## src/rtl/aibcr3aux_red_pkg.sv

```systemverilog
// Shared types and helpers for the aux redundancy chain loader.
// Optional readback support is enabled with AUX_RED_READBACK_EN.
package aibcr3aux_red_pkg;

  typedef enum logic [2:0] {
    IDLE,
    SETUP,
    SHIFT,
    HOLD,
    APPLY
  } state_t;

  localparam int SEL_CH1 = 0;
  localparam int SEL_CH2 = 1;

  function automatic bit div_ok(input int div);
    return (div >= 2) && (div % 2 == 0);
  endfunction

endpackage

```

## src/rtl/aibcr3aux_red_chain_ld_if.sv

```systemverilog
// Load handshake and chain-side signals of the redundancy loader.
// AUX_RED_READBACK_EN adds scan-out inputs and readback outputs.
interface aibcr3aux_red_chain_ld_if #(
  parameter int CHAIN_LEN = 48
);
  logic                 i_ld_req;
  logic [1:0]           i_ld_sel;
  logic [CHAIN_LEN-1:0] i_ld_data1;
  logic [CHAIN_LEN-1:0] i_ld_data2;
  logic                 o_ld_busy;
  logic                 o_ld_done;
  logic                 o_actred1;
  logic                 o_actred2;
  logic                 o_red_clk;
  logic                 o_shift_en_chain1;
  logic                 o_shift_en_chain2;
  logic                 o_idataselb_chain1;
  logic                 o_idataselb_chain2;
  logic                 o_actred_txen1;
  logic                 o_actred_txen2;
`ifdef AUX_RED_READBACK_EN
  logic                 i_red_so1;
  logic                 i_red_so2;
  logic [CHAIN_LEN-1:0] o_rb_data1;
  logic [CHAIN_LEN-1:0] o_rb_data2;
  logic                 o_rb_valid;

  modport master (
    output i_ld_req, i_ld_sel, i_ld_data1, i_ld_data2,
    output i_red_so1, i_red_so2,
    input  o_ld_busy, o_ld_done, o_actred1, o_actred2,
    input  o_red_clk, o_shift_en_chain1, o_shift_en_chain2,
    input  o_idataselb_chain1, o_idataselb_chain2,
    input  o_actred_txen1, o_actred_txen2,
    input  o_rb_data1, o_rb_data2, o_rb_valid
  );

  modport slave (
    input  i_ld_req, i_ld_sel, i_ld_data1, i_ld_data2,
    input  i_red_so1, i_red_so2,
    output o_ld_busy, o_ld_done, o_actred1, o_actred2,
    output o_red_clk, o_shift_en_chain1, o_shift_en_chain2,
    output o_idataselb_chain1, o_idataselb_chain2,
    output o_actred_txen1, o_actred_txen2,
    output o_rb_data1, o_rb_data2, o_rb_valid
  );
`else
  modport master (
    output i_ld_req, i_ld_sel, i_ld_data1, i_ld_data2,
    input  o_ld_busy, o_ld_done, o_actred1, o_actred2,
    input  o_red_clk, o_shift_en_chain1, o_shift_en_chain2,
    input  o_idataselb_chain1, o_idataselb_chain2,
    input  o_actred_txen1, o_actred_txen2
  );

  modport slave (
    input  i_ld_req, i_ld_sel, i_ld_data1, i_ld_data2,
    output o_ld_busy, o_ld_done, o_actred1, o_actred2,
    output o_red_clk, o_shift_en_chain1, o_shift_en_chain2,
    output o_idataselb_chain1, o_idataselb_chain2,
    output o_actred_txen1, o_actred_txen2
  );
`endif
endinterface

```

## src/rtl/aibcr3aux_red_bittmr.sv

```systemverilog
// Bit-period phase counter: wraps at DIV-1, cleared on FSM state change.
// AUX_RED_READBACK_EN adds a pre-rise strobe for scan-out sampling.
module aibcr3aux_red_bittmr #(
  parameter int DIV = 4
) (
  input  logic clk,
  input  logic rst_n,
  input  logic clr,
`ifdef AUX_RED_READBACK_EN
  output logic rise,
`endif
  output logic tick,
  output logic hi
);
  localparam int PW = $clog2(DIV);

  logic [PW-1:0] ph_q;

  // tick marks the last cycle; the next edge starts a new period
  assign tick = (ph_q == PW'(DIV - 1));
  assign hi   = (ph_q >= PW'(DIV / 2));
`ifdef AUX_RED_READBACK_EN
  assign rise = (ph_q == PW'(DIV / 2 - 1));
`endif

  always_ff @(posedge clk or negedge rst_n) begin
    if (!rst_n) begin
      ph_q <= '0;
    end else if (clr || tick) begin
      ph_q <= '0;
    end else begin
      ph_q <= ph_q + PW'(1);
    end
  end

endmodule

```

## src/rtl/aibcr3aux_red_chain_ld.sv

```systemverilog
// Serial loader for the two aux active-redundancy chains, MSB first.
// AUX_RED_READBACK_EN captures prior chain contents during the shift.
module aibcr3aux_red_chain_ld
  import aibcr3aux_red_pkg::*;
#(
  parameter int CHAIN_LEN = 48,
  parameter int DIV       = 4
) (
  input  logic                      i_clk,
  input  logic                      irstb,
  aibcr3aux_red_chain_ld_if.slave   bus
);
  localparam int BW = $clog2(CHAIN_LEN + 1);

  if (!div_ok(DIV) || CHAIN_LEN < 2) begin : g_bad_cfg
    $error("aibcr3aux_red_chain_ld: illegal DIV or CHAIN_LEN");
  end

  state_t               state_q;
  state_t               state_n;
  logic [1:0]           sel_q;
  logic [CHAIN_LEN-1:0] sr1_q;
  logic [CHAIN_LEN-1:0] sr2_q;
  logic [BW-1:0]        bit_q;
  logic                 busy_q;
  logic                 done_q;
  logic                 noop_q;
  logic                 sen1_q;
  logic                 sen2_q;
  logic                 dsel1_q;
  logic                 dsel2_q;
  logic                 txen1_q;
  logic                 txen2_q;
  logic                 tick;
  logic                 hi;
  logic                 clr;
  logic                 accept;
  logic                 noop;
  logic                 last_bit;
  logic                 drive;
`ifdef AUX_RED_READBACK_EN
  logic                 rise;
  logic [CHAIN_LEN-1:0] rb1_q;
  logic [CHAIN_LEN-1:0] rb2_q;
`endif

  assign accept   = (state_q == IDLE) && bus.i_ld_req && (|bus.i_ld_sel);
  assign noop     = (state_q == IDLE) && bus.i_ld_req && (bus.i_ld_sel == 2'b00);
  assign last_bit = (bit_q == BW'(CHAIN_LEN - 1));
  assign clr      = (state_n != state_q) || (state_q == IDLE);
  assign drive    = (state_q == SETUP) || (state_q == SHIFT);

  always_comb begin
    state_n = state_q;
    unique case (state_q)
      IDLE:    if (accept) state_n = SETUP;
      SETUP:   if (tick) state_n = SHIFT;
      SHIFT:   if (tick && last_bit) state_n = HOLD;
      HOLD:    if (tick) state_n = APPLY;
      APPLY:   state_n = IDLE;
      default: state_n = IDLE;
    endcase
  end

  aibcr3aux_red_bittmr #(
    .DIV   (DIV)
  ) u_bittmr (
    .clk   (i_clk),
    .rst_n (irstb),
    .clr   (clr),
`ifdef AUX_RED_READBACK_EN
    .rise  (rise),
`endif
    .tick  (tick),
    .hi    (hi)
  );

  always_ff @(posedge i_clk or negedge irstb) begin
    if (!irstb) begin
      state_q <= IDLE;
      sel_q   <= '0;
      sr1_q   <= '0;
      sr2_q   <= '0;
      bit_q   <= '0;
      busy_q  <= 1'b0;
      done_q  <= 1'b0;
      noop_q  <= 1'b0;
      sen1_q  <= 1'b0;
      sen2_q  <= 1'b0;
      dsel1_q <= 1'b0;
      dsel2_q <= 1'b0;
      txen1_q <= 1'b0;
      txen2_q <= 1'b0;
    end else begin
      state_q <= state_n;
      noop_q  <= noop;
      done_q  <= noop_q || (state_q == APPLY);
      if (accept) begin
        sel_q  <= bus.i_ld_sel;
        sr1_q  <= bus.i_ld_data1;
        sr2_q  <= bus.i_ld_data2;
        bit_q  <= '0;
        busy_q <= 1'b1;
        sen1_q <= bus.i_ld_sel[SEL_CH1];
        sen2_q <= bus.i_ld_sel[SEL_CH2];
        if (bus.i_ld_sel[SEL_CH1]) begin
          dsel1_q <= 1'b1;
          txen1_q <= 1'b0;
        end
        if (bus.i_ld_sel[SEL_CH2]) begin
          dsel2_q <= 1'b1;
          txen2_q <= 1'b0;
        end
      end
      // advance to the next bit as the period closes
      if (state_q == SHIFT && tick) begin
        sr1_q <= sr1_q << 1;
        sr2_q <= sr2_q << 1;
        bit_q <= bit_q + BW'(1);
        if (last_bit) begin
          sen1_q <= 1'b0;
          sen2_q <= 1'b0;
        end
      end
      if (state_q == HOLD && tick) begin
        if (sel_q[SEL_CH1]) begin
          dsel1_q <= 1'b0;
          txen1_q <= 1'b1;
        end
        if (sel_q[SEL_CH2]) begin
          dsel2_q <= 1'b0;
          txen2_q <= 1'b1;
        end
      end
      if (state_q == APPLY) begin
        busy_q <= 1'b0;
      end
    end
  end

  assign bus.o_ld_busy          = busy_q;
  assign bus.o_ld_done          = done_q;
  assign bus.o_actred1          = drive && sel_q[SEL_CH1] && sr1_q[CHAIN_LEN-1];
  assign bus.o_actred2          = drive && sel_q[SEL_CH2] && sr2_q[CHAIN_LEN-1];
  assign bus.o_red_clk          = (state_q == SHIFT) && hi;
  assign bus.o_shift_en_chain1  = sen1_q;
  assign bus.o_shift_en_chain2  = sen2_q;
  assign bus.o_idataselb_chain1 = dsel1_q;
  assign bus.o_idataselb_chain2 = dsel2_q;
  assign bus.o_actred_txen1     = txen1_q;
  assign bus.o_actred_txen2     = txen2_q;

`ifdef AUX_RED_READBACK_EN
  // scan-out still holds the old bit on the edge that raises red_clk
  always_ff @(posedge i_clk or negedge irstb) begin
    if (!irstb) begin
      rb1_q <= '0;
      rb2_q <= '0;
    end else if (state_q == SHIFT && rise) begin
      if (sel_q[SEL_CH1]) rb1_q <= {rb1_q[CHAIN_LEN-2:0], bus.i_red_so1};
      if (sel_q[SEL_CH2]) rb2_q <= {rb2_q[CHAIN_LEN-2:0], bus.i_red_so2};
    end
  end

  assign bus.o_rb_data1 = rb1_q;
  assign bus.o_rb_data2 = rb2_q;
  assign bus.o_rb_valid = done_q;
`endif

endmodule
```

## src/flat_wrapper.sv

```systemverilog
// flat-port wrapper written by rule: the top's interface ports become plain ports
module aibcr3aux_red_chain_ld_flat import aibcr3aux_red_pkg::*;
#(
  parameter int CHAIN_LEN = 48,
  parameter int DIV       = 4
)
  (i_clk, irstb, bus_i_ld_req, bus_i_ld_sel, bus_i_ld_data1, bus_i_ld_data2, bus_o_ld_busy, bus_o_ld_done, bus_o_actred1, bus_o_actred2, bus_o_red_clk, bus_o_shift_en_chain1, bus_o_shift_en_chain2, bus_o_idataselb_chain1, bus_o_idataselb_chain2, bus_o_actred_txen1, bus_o_actred_txen2);
  aibcr3aux_red_chain_ld_if #(.CHAIN_LEN(CHAIN_LEN)) bus_i ();
  input  logic i_clk;
  input  logic irstb;
  input wire logic [$bits(bus_i.i_ld_req)-1:0] bus_i_ld_req;
  input wire logic [$bits(bus_i.i_ld_sel)-1:0] bus_i_ld_sel;
  input wire logic [$bits(bus_i.i_ld_data1)-1:0] bus_i_ld_data1;
  input wire logic [$bits(bus_i.i_ld_data2)-1:0] bus_i_ld_data2;
  output wire logic [$bits(bus_i.o_ld_busy)-1:0] bus_o_ld_busy;
  output wire logic [$bits(bus_i.o_ld_done)-1:0] bus_o_ld_done;
  output wire logic [$bits(bus_i.o_actred1)-1:0] bus_o_actred1;
  output wire logic [$bits(bus_i.o_actred2)-1:0] bus_o_actred2;
  output wire logic [$bits(bus_i.o_red_clk)-1:0] bus_o_red_clk;
  output wire logic [$bits(bus_i.o_shift_en_chain1)-1:0] bus_o_shift_en_chain1;
  output wire logic [$bits(bus_i.o_shift_en_chain2)-1:0] bus_o_shift_en_chain2;
  output wire logic [$bits(bus_i.o_idataselb_chain1)-1:0] bus_o_idataselb_chain1;
  output wire logic [$bits(bus_i.o_idataselb_chain2)-1:0] bus_o_idataselb_chain2;
  output wire logic [$bits(bus_i.o_actred_txen1)-1:0] bus_o_actred_txen1;
  output wire logic [$bits(bus_i.o_actred_txen2)-1:0] bus_o_actred_txen2;
  assign bus_i.i_ld_req = bus_i_ld_req;
  assign bus_i.i_ld_sel = bus_i_ld_sel;
  assign bus_i.i_ld_data1 = bus_i_ld_data1;
  assign bus_i.i_ld_data2 = bus_i_ld_data2;
  assign bus_o_ld_busy = bus_i.o_ld_busy;
  assign bus_o_ld_done = bus_i.o_ld_done;
  assign bus_o_actred1 = bus_i.o_actred1;
  assign bus_o_actred2 = bus_i.o_actred2;
  assign bus_o_red_clk = bus_i.o_red_clk;
  assign bus_o_shift_en_chain1 = bus_i.o_shift_en_chain1;
  assign bus_o_shift_en_chain2 = bus_i.o_shift_en_chain2;
  assign bus_o_idataselb_chain1 = bus_i.o_idataselb_chain1;
  assign bus_o_idataselb_chain2 = bus_i.o_idataselb_chain2;
  assign bus_o_actred_txen1 = bus_i.o_actred_txen1;
  assign bus_o_actred_txen2 = bus_i.o_actred_txen2;
  aibcr3aux_red_chain_ld #(.CHAIN_LEN(CHAIN_LEN), .DIV(DIV)) u_core (.i_clk(i_clk), .irstb(irstb), .bus(bus_i));
endmodule
```

## config.mk

```make
export PLATFORM = sky130hd
export DESIGN_NAME = aibcr3aux_red_chain_ld_flat
export DESIGN_NICKNAME = d
export VERILOG_FILES = /design/src/rtl/aibcr3aux_red_pkg.sv /design/src/rtl/aibcr3aux_red_chain_ld_if.sv /design/src/rtl/aibcr3aux_red_bittmr.sv /design/src/rtl/aibcr3aux_red_chain_ld.sv /design/src/flat_wrapper.sv
export SDC_FILE = /design/constraint.sdc
export NUM_CORES = 1
export LEC_CHECK = 0
export CORE_UTILIZATION = 51
export CTS_CLUSTER_SIZE = 8
export DETAILED_ROUTE_END_ITERATION = 12
export PLACE_DENSITY_LB_ADDON = 0.2
export SETUP_SLACK_MARGIN = 0.15
export SYNTH_ARGS = -nofsm -noshare
export SYNTH_HDL_FRONTEND = slang
export SYNTH_SLANG_ARGS = --single-unit
```

## constraint.sdc

```tcl
create_clock -name i_clk -period 2.2 [get_ports i_clk]
set_input_delay 0.33 -clock i_clk [delete_from_list [all_inputs] [get_ports i_clk]]
set_output_delay 0.33 -clock i_clk [all_outputs]
set_load 0.01 [all_outputs]
```

==> results.txt <==
Status -> finished, final reports clean
Min setup slack post-route -> 0.198 ns
Area leader, netlist -> dfrtp_1
First-pass DRT Iterations -> 4
Share of cells above drive strength 1 -> 10.7%
Ys Warns -> 0
Total GRT Usage -> 24.6%
Worst reg-to-reg setup slack -> 0.27 ns
Final hold violations -> 0
Crit. End Element -> primary output
Worst-skew pair later-pin latency -> 0.51 ns
Vias per inst -> 5.86
DRC Markers -> 0
Dominant synthesized flop cell -> dfrtp_1
Count leader, synth -> dfrtp_1
Area added between synthesis and finish -> 36.9%
Setup CP Type -> reg2out
Pleak -> 3.16 nW
Clock-pin slew on the worst setup and hold paths -> 0.06 ns
Max-Cap Viols -> 0
Place WS -> 0.141 ns
Vias in the first global route -> 4010
Dominant cells by area after synthesis -> dfrtp_1 (57%), a221o_1 (15%), and2_1 (9.4%)
Syn nets -> 541
Nets -> 653
Setup Skew -> 0.0112 ns
Num CTS Buffers -> 17
Switching part of the total power -> 29.5%
Fraction of registers with async set/reset -> 100%
Wire per inst -> 18.2 um
H-tree Lvls -> 4
RePlAce Congestion -> 0.756
P per Cell Area -> 1280 mW/mm2
CORE AREA -> 0.00982 mm2
Worst-margin pin slew -> 0.649 ns
Startpoint Class -> flip-flop
Clock power frac -> 31.2%
Rel. slew slack -> 56.3%
M2 GR Usage -> 38.8%
Post-synth top area share -> 56.7%
Largest net degree at the start of global routing -> 52
Root buffer cell -> clkbuf_8
GRT Max-Usage Layer -> met2
Design Power -> 9.14 mW
Fmax -> 500 MHz
Global-route met1 utilization -> 33.0%
Critical Path RT -> 1.87 ns
Avg Inst Size Synth -> 11.9 um2
Total grt overflow -> 0
Flop pwr share -> 40.9%
Final slew viol count -> 0
Initial Util -> 53.0%
Placed standard-cell area -> 0.00649 mm2
Placed insts -> 660
Die Y -> 103 um
TNS Setup -> 0 ns
Met3 Track Usage GR -> 5.69%
Worst vdd ir -> 0.733 mV
First-pass GRT wire length -> 19600 um
Fin util -> 72.6%
Sequential share of the synthesized area -> 56.7%
Crit-path max FO -> 4
Setup violations, final -> 0
CTS tree -> done
Fin Hold WS -> 0.310 ns
Type of the tightest min-delay check -> in2async
Int Pwr -> 6.44 mW
EDFF count, synth -> 0
Initial drt markers -> 203
Worst R2R Path Depth -> 7
RSZ-0062 raised after global routing -> yes
Port Buffer Count -> 111
Final instance area -> 0.00713 mm2
Psw -> 2.70 mW
Die Area -> 0.0106 mm2
#FFs+latches synth -> 118
Ant diodes -> 0
Mapped Cells -> 437
Antenna violations before repair -> 0
WP data arrival -> 1.67 ns
Die width -> 103 um
DR vias -> 4076
Num rows -> 36
Synth top cells by count -> dfrtp_1 (118), a221o_1 (79), and2_1 (78), a21oi_1 (25), inv_1 (20)
DP HPWL -> 7830 um
Clock Tree Buf Depth -> 2
Post-route clock period utilization -> 91.0%
Synth Cell Area -> 0.00520 mm2
Combinational share of power -> 27.8%
Cell variety after synth -> 39
Drt total wl -> 12700 um
Cell Count, Final, Fillers Out -> 695
Crit path time final -> 2.00 ns
Antenna Nets Post-Route -> 0
Number of top-level pins -> 112
# clock sinks -> 118
[layout by cell type (no fill, tap or decap), drive strengths merged, types with 2 or more instances in the layout]
| cell | instances |
|---|---|
| a21oi | 26 |
| a221o | 79 |
| a22o | 2 |
| and2 | 78 |
| and3 | 3 |
| buf | 19 |
| bufinv | 4 |
| clkbuf | 21 |
| clkdlybuf4s50 | 107 |
| clkinv | 6 |
| clkinvlp | 3 |
| dfrtp | 118 |
| ha | 3 |
| inv | 20 |
| mux2i | 2 |
| nand2 | 10 |
| nand3 | 2 |
| nor2 | 12 |
| nor4b | 2 |
| o21ai | 12 |
| o32ai | 15 |
[critical path, stage by stage (launching register included)]
cell and delay (ns):
dfrtp_1 0.42, xnor2_1 0.14, nor2_1 0.14, and3_1 0.18, dlygate4sd2_1 0.29
[sequential cells by signal (all words and copies together), names as in the netlist, 2 cells and up]
name,count
u_core.sel_q,2
u_core.bit_q,6
u_core.state_q,3
u_core.u_bittmr.ph_q,2
u_core.sr1_q,48
u_core.sr2_q,48
[power by group through the flow]
stage / sequential [mW] / combinational [mW] / clock [mW]
after global routing: 3.84 / 2.78 / 2.99
after floorplan: 3.55 / 1.73 / 0
after global placement: 3.69 / 2.40 / 0
final: 3.74 / 2.55 / 2.86
after detailed placement: 3.72 / 2.51 / 0
after CTS: 3.73 / 2.57 / 2.90
[final timing paths]
kind,from,end
min,irstb,u_core.sr2_q[41]
min reg2reg,u_core.noop_q,u_core.bus.o_ld_done
max,u_core.state_q[1],bus_o_actred2
max reg2reg,u_core.state_q[0],u_core.sr1_q[45]
min in group i_clk,bus_i_ld_data2[0],u_core.sr2_q[0]
max in group asynchronous,irstb,u_core.sr2_q[2]
[what timing repair did]
action,in CTS,in global routing
setup endpoints to repair,3,65
gates resized for setup,7,4
buffers inserted,1,1
endpoints found under the hold margin,33,0
pin swaps,0,1
hold buffers,1,0
[logic make-up after synthesis]
| family | after synthesis | share of synthesized area (%) |
|---|---|---|
| compound gates | 138 | 22.4 |
| simple gates | 117 | 13.9 |
| flops | 118 | 56.7 |
| buf+inv | 57 | 5.48 |
| mux | 2 | 0.385 |
| xor+xnor | 2 | 0.337 |
| fa+ha+maj | 3 | 0.721 |
[layer usage]
layer  routed length [um]  vias to the layer above
met5                    0                        -
met4                  150                        0
met3                  735                       17
met2                 6150                      145
met1                 5620                     2053
li1                     -                     1861
[final cells by class]
cell class	count	area (um2)
Tap cell	133	166
Inverter	20	75.1
Multi-Input combinational cell	262	1980
Sequential cell	118	2960
Clock buffer	19	432
Timing Repair Buffer	130	1330
Clock inverter	13	180
Fill cell	740	2690
(Power assumes the default switching activity.)
==> edit 1 (config.mk and constraints unchanged) <==
`CHAIN_LEN` is set to 48 in 3 places; all go to 96.
--- a/src/rtl/aibcr3aux_red_chain_ld_if.sv
+++ b/src/rtl/aibcr3aux_red_chain_ld_if.sv
@@ -1,7 +1,7 @@
 // Load handshake and chain-side signals of the redundancy loader.
 // AUX_RED_READBACK_EN adds scan-out inputs and readback outputs.
 interface aibcr3aux_red_chain_ld_if #(
-  parameter int CHAIN_LEN = 48
+  parameter int CHAIN_LEN = 96
 );
   logic                 i_ld_req;
   logic [1:0]           i_ld_sel;
--- a/src/rtl/aibcr3aux_red_chain_ld.sv
+++ b/src/rtl/aibcr3aux_red_chain_ld.sv
@@ -3,7 +3,7 @@
 module aibcr3aux_red_chain_ld
   import aibcr3aux_red_pkg::*;
 #(
-  parameter int CHAIN_LEN = 48,
+  parameter int CHAIN_LEN = 96,
   parameter int DIV       = 4
 ) (
   input  logic                      i_clk,
--- a/src/flat_wrapper.sv
+++ b/src/flat_wrapper.sv
@@ -1,7 +1,7 @@
 // flat-port wrapper written by rule: the top's interface ports become plain ports
 module aibcr3aux_red_chain_ld_flat import aibcr3aux_red_pkg::*;
 #(
-  parameter int CHAIN_LEN = 48,
+  parameter int CHAIN_LEN = 96,
   parameter int DIV       = 4
 )
   (i_clk, irstb, bus_i_ld_req, bus_i_ld_sel, bus_i_ld_data1, bus_i_ld_data2, bus_o_ld_busy, bus_o_ld_done, bus_o_actred1, bus_o_actred2, bus_o_red_clk, bus_o_shift_en_chain1, bus_o_shift_en_chain2, bus_o_idataselb_chain1, bus_o_idataselb_chain2, bus_o_actred_txen1, bus_o_actred_txen2);
Ports: changed (resized bus_i_ld_data1 and bus_i_ld_data2); port bits go from 112 to 208. No check against the original RTL was run, so the function may have changed too.
==> edit 1 against the unedited design <==
Global-route usage shrank 1.1 points; synthesized area is 98% higher; clock skew increased by 0.0052 ns; total power is 74% higher; routed wire length rose by 89%; sequential power up 87%; worst hold slack better by 0.056 ns; maximum frequency is 1.1% higher; sequential cell count is 97 higher; die area up 96%; sequential share of layout area decreased by 2.1 points; cell area rose by 92%; worst setup slack improved by 0.021 ns.
==> edit 1: results (changes against the unedited design) <==
Netlist cell types = 38 (-2.6%)
Clk pin slew, worst setup/hold paths = 0.05 ns
reg2reg end = u_core.sr1_q[13]
Synth Area in Adders = 0.364% (-0.36 points)
Worst Skew = 0.0165 ns (+0.00525 ns)
layout cells sized above 1 = 17.2% (+6.5 points)
worst r2r path cells = 5 (-2)
gpl congestion = 0.788 (+4.3%)
r2r setup slk = 0.24 ns (-0.03 ns)
Post-Synth XOR/XNOR Area = 0.170% (-0.17 points)
Total Nets Final = 1,270 (+94%)
DR pass1 iterations = 5 (+1)
largest net degree at the start of global routing = 82 (+58%)
vias in the first global route = 7,832 (+95%)
first-pass GRT wire length = 38,900 um (+99%)
CP peak stage delay = 0.40 ns (-0.02 ns)
WL final = 23,900 um (+89%)
CP max-delay cell = dfrtp_2
port bufs = 207 (+86%)
largest cells by area after synthesis = dfrtp_1 52%, o32ai_2 15%, a221o_1 7.7%
r2r startpoint = u_core.state_q[1]
Syn Nets = 1,068 (+97%)
Largest regs = u_core.sr1_q: 96 flops, u_core.sr2_q: 96 flops, u_core.bit_q: 7 flops
vias = 7,606 (+87%)
Tightest Pin Transition = 0.607 ns (-0.0421 ns)
Initial DRC Count = 419 (+110%)
post-CTS sizing = 12 (+5)
post-synthesis mux area share = 0.291% (-0.093 points)
All-Layer GR Usage = 23.5% (-1.1 points)
Syn Inst Count = 868 (+99%)
Skew-Pair Late Insertion Delay = 0.53 ns (+0.02 ns)
dpl hpwl = 15,800 um (+100%)
Longest Clk Path Bufs = 3 (+1)
status = completed
[edit 1: report_power, final]
group | internal (mW) | total, mW | leakage, nW | switching (mW)
logic | 2.65 | 4.92 | 3.01 | 2.27
registers | 5.83 | 7.01 | 2.52 | 1.18
clock network | 2.44 | 3.96 | 0.383 | 1.53
total | 10.9 | 15.9 | 5.92 | 4.97
[edit 1: stage by stage]
step / setup WS (ns) / TNS [ns]
after floorplan: 0.405 / 0
after global placement: -0.0336 / -0.0348
after detailed placement: -0.0251 / -0.0459
after CTS: 0.0888 / 0
after global routing: 0.145 / 0
final: 0.220 / 0
[edit 1: cells by family after synthesis]
group,count (synthesis)
multiplexers,3
buffers and inverters,197
adder cells (fa/ha/maj),3
AO/OA/AOI/OAI,331
XOR/XNOR,2
AND/OR/NAND/NOR,117
flip-flops,215
[edit 1: layout make-up]
cell class	instances	area, um2
fillers	1485	5970
well taps	265	332
multi-input cells	456	4060
repair buffers	252	2690
flip-flops and latches	215	5380
inverters	115	432
clock buffers	32	779
diodes	2	5.00
[edit 1: how the worst max path moves through the flow]
| stage | from | depth (start not counted) | to |
|---|---|---|---|
| finish | u_core.state_q[1] | 5 | bus_o_actred2 |
| global route | u_core.state_q[1] | 5 | bus_o_actred2 |
| CTS | u_core.u_bittmr.ph_q[0] | 5 | bus_o_red_clk |
| detailed placement | bus_i_ld_req | 5 | u_core.sr1_q[6] |
| global placement | bus_i_ld_req | 5 | u_core.sr1_q[6] |
| floorplan | u_core.state_q[2] | 7 | u_core.bit_q[4] |
[edit 1: per-layer routing]
metal | global-route usage [%] | share of wire, % | vias up
met5 | 0 | 0.054 | -
met4 | 5.48 | 1.3 | 2
met3 | 7.05 | 8.3 | 30
met2 | 37.1 | 47 | 226
met1 | 31.9 | 43 | 3762
li1 | - | - | 3586
==> edit 2 (same flow settings) <==
Without the edit above. Encoding of `state_t`: now one-hot (5 bits for 5 states).
--- a/src/rtl/aibcr3aux_red_pkg.sv
+++ b/src/rtl/aibcr3aux_red_pkg.sv
@@ -2,12 +2,12 @@
 // Optional readback support is enabled with AUX_RED_READBACK_EN.
 package aibcr3aux_red_pkg;
 
-  typedef enum logic [2:0] {
-    IDLE,
-    SETUP,
-    SHIFT,
-    HOLD,
-    APPLY
+  typedef enum logic [4:0] {
+    IDLE  = 5'b00001,
+    SETUP = 5'b00010,
+    SHIFT = 5'b00100,
+    HOLD  = 5'b01000,
+    APPLY = 5'b10000
   } state_t;
 
   localparam int SEL_CH1 = 0;
Formal check against the unedited RTL: same outputs for any inputs over 10 cycles, from zero or initial values and one cycle with irstb low; not proved beyond that.
==> edit 2 against the unedited design <==
Worst setup slack worse by 0.069 ns; routed wire length rose by 25%; clock skew down 0.0030 ns; cell area grew 17%; sequential cell count increased by 2; synthesized area increased by 19%; non-clock buffer count increased by 16; register-to-register slack worse by 0.14 ns; highest routed layer unchanged; the run now ends with DRC left; via count rose by 26%; clock power rose by 4%; total power rose by 1.6%.
==> edit 2: results (changes against the unedited design) <==
r2r setup slk = 0.13 ns (-0.14 ns)
Worst Skew = 0.00822 ns (-0.00301 ns)
layout cells sized above 1 = 26.6% (+16 points)
total number of yosys warnings = 0 (unchanged)
residual DRC count = 7 (+7)
status = finished, violations left
failing checks = DRC
post-CTS sizing = 9 (+2)
Critical Path Start = u_core.state_q[3]
crit path max fanout = 97 (+93)
DRT met1 WL = 6880 um (+22%)
Syn Inst Count = 645 (+48%)
Crit path max-delay family = simple AND/OR/NAND/NOR gates
All-Layer GR Usage = 23.1% (-1.4 points)
CTS root buffer = clkbuf_16
most frequent cell after synthesis = nand2_1
worst r2r path cells = 6 (-1)
Netlist cell types = 45 (+15%)
Skew-Pair Late Insertion Delay = 0.42 ns (-0.09 ns)
Layout Cells excl Fill = 918 (+32%)
crit path DAT = 2.36 ns (+0.69 ns)
Area after DPL = 0.00732 mm2 (+13%)
first-pass GRT wire length = 23,200 um (+19%)
synth cell count leaders = 204 x nand2_1, 119 x dfrtp_1, 72 x a31oi_2
placed cell count = 866 (+31%)
WL final = 15,800 um (+25%)
met3 usage = 4.91% (-0.78 points)
fmax = 483 MHz (-3.3%)
met2 GRT Util = 37.4% (-1.4 points)
Peak VDD IR = 0.563 mV (-23%)
CP peak stage delay = 0.50 ns (+0.08 ns)
Crit Path Class = register to register
largest net degree at the start of global routing = 98 (+88%)
gpl congestion = 0.815 (+7.9%)
Setup WS pre-CTS = -0.0151 ns (-0.156 ns)
Tightest Pin Transition = 0.481 ns (-0.168 ns)
Leakage = 3.60 nW (+14%)
met1 GRT Util = 30.5% (-2.5 points)
layout filler cell count = 908 (+23%)
met2 routed WL = 7770 um (+26%)
dpl hpwl = 8550 um (+9.1%)
Initial DRC Count = 294 (+45%)
DR pass1 iterations = 9 (+5)
-- edit 2: logic make-up (layout without fill, tap and decap cells) --
kind of cell | after synthesis | count (layout) | synth area share (%)
XOR/XNOR | 1 | 1 | 0.142
AND/OR/NAND/NOR | 345 | 347 | 24.3
adder cells (fa/ha/maj) | 3 | 3 | 0.608
multiplexers | 1 | 1 | 0.182
AO/OA/AOI/OAI | 121 | 121 | 20.0
buffers and inverters | 54 | 182 | 6.04
flip-flops | 120 | 120 | 48.7
-- edit 2: power by group through the flow --
stage	logic (mW)	clock network, mW	registers (mW)
after floorplan	1.82	0	3.56
after global placement	2.29	0	3.70
after detailed placement	2.38	0	3.72
after CTS	2.49	3.00	3.69
after global routing	2.82	3.11	3.85
final	2.57	2.98	3.75
-- edit 2: worst min path at each step --
stage	slack, ns	start	endpoint	cells after the start
detailed placement	0.30	irstb	u_core.sr1_q[39]	1
finish	0.39	irstb	u_core.sr1_q[39]	2
global placement	0.30	irstb	u_core.sr1_q[39]	1
floorplan	0.03	irstb	u_core.bit_q[0]	0
global route	0.42	irstb	u_core.sr1_q[39]	2
CTS	0.40	irstb	u_core.sr1_q[39]	2
-- edit 2: area by class of cell --
type	count	area (um2)	share of cell area (%)
clock inverters	9	145	1.74
inverters	5	18.8	0.224
flip-flops and latches	120	3010	36.0
well taps	143	179	2.14
repair buffers	146	1640	19.7
multi-input cells	473	2880	34.5
clock buffers	22	484	5.79
-- edit 2: worst register-to-register path, delay by kind of cell, from the launching register on --
family / cells / cell delay (ns)
AND/OR/NAND/NOR: 3 / 1.01
buffers and inverters: 2 / 0.42
flip-flops: 1 / 0.42
AO/OA/AOI/OAI: 1 / 0.10
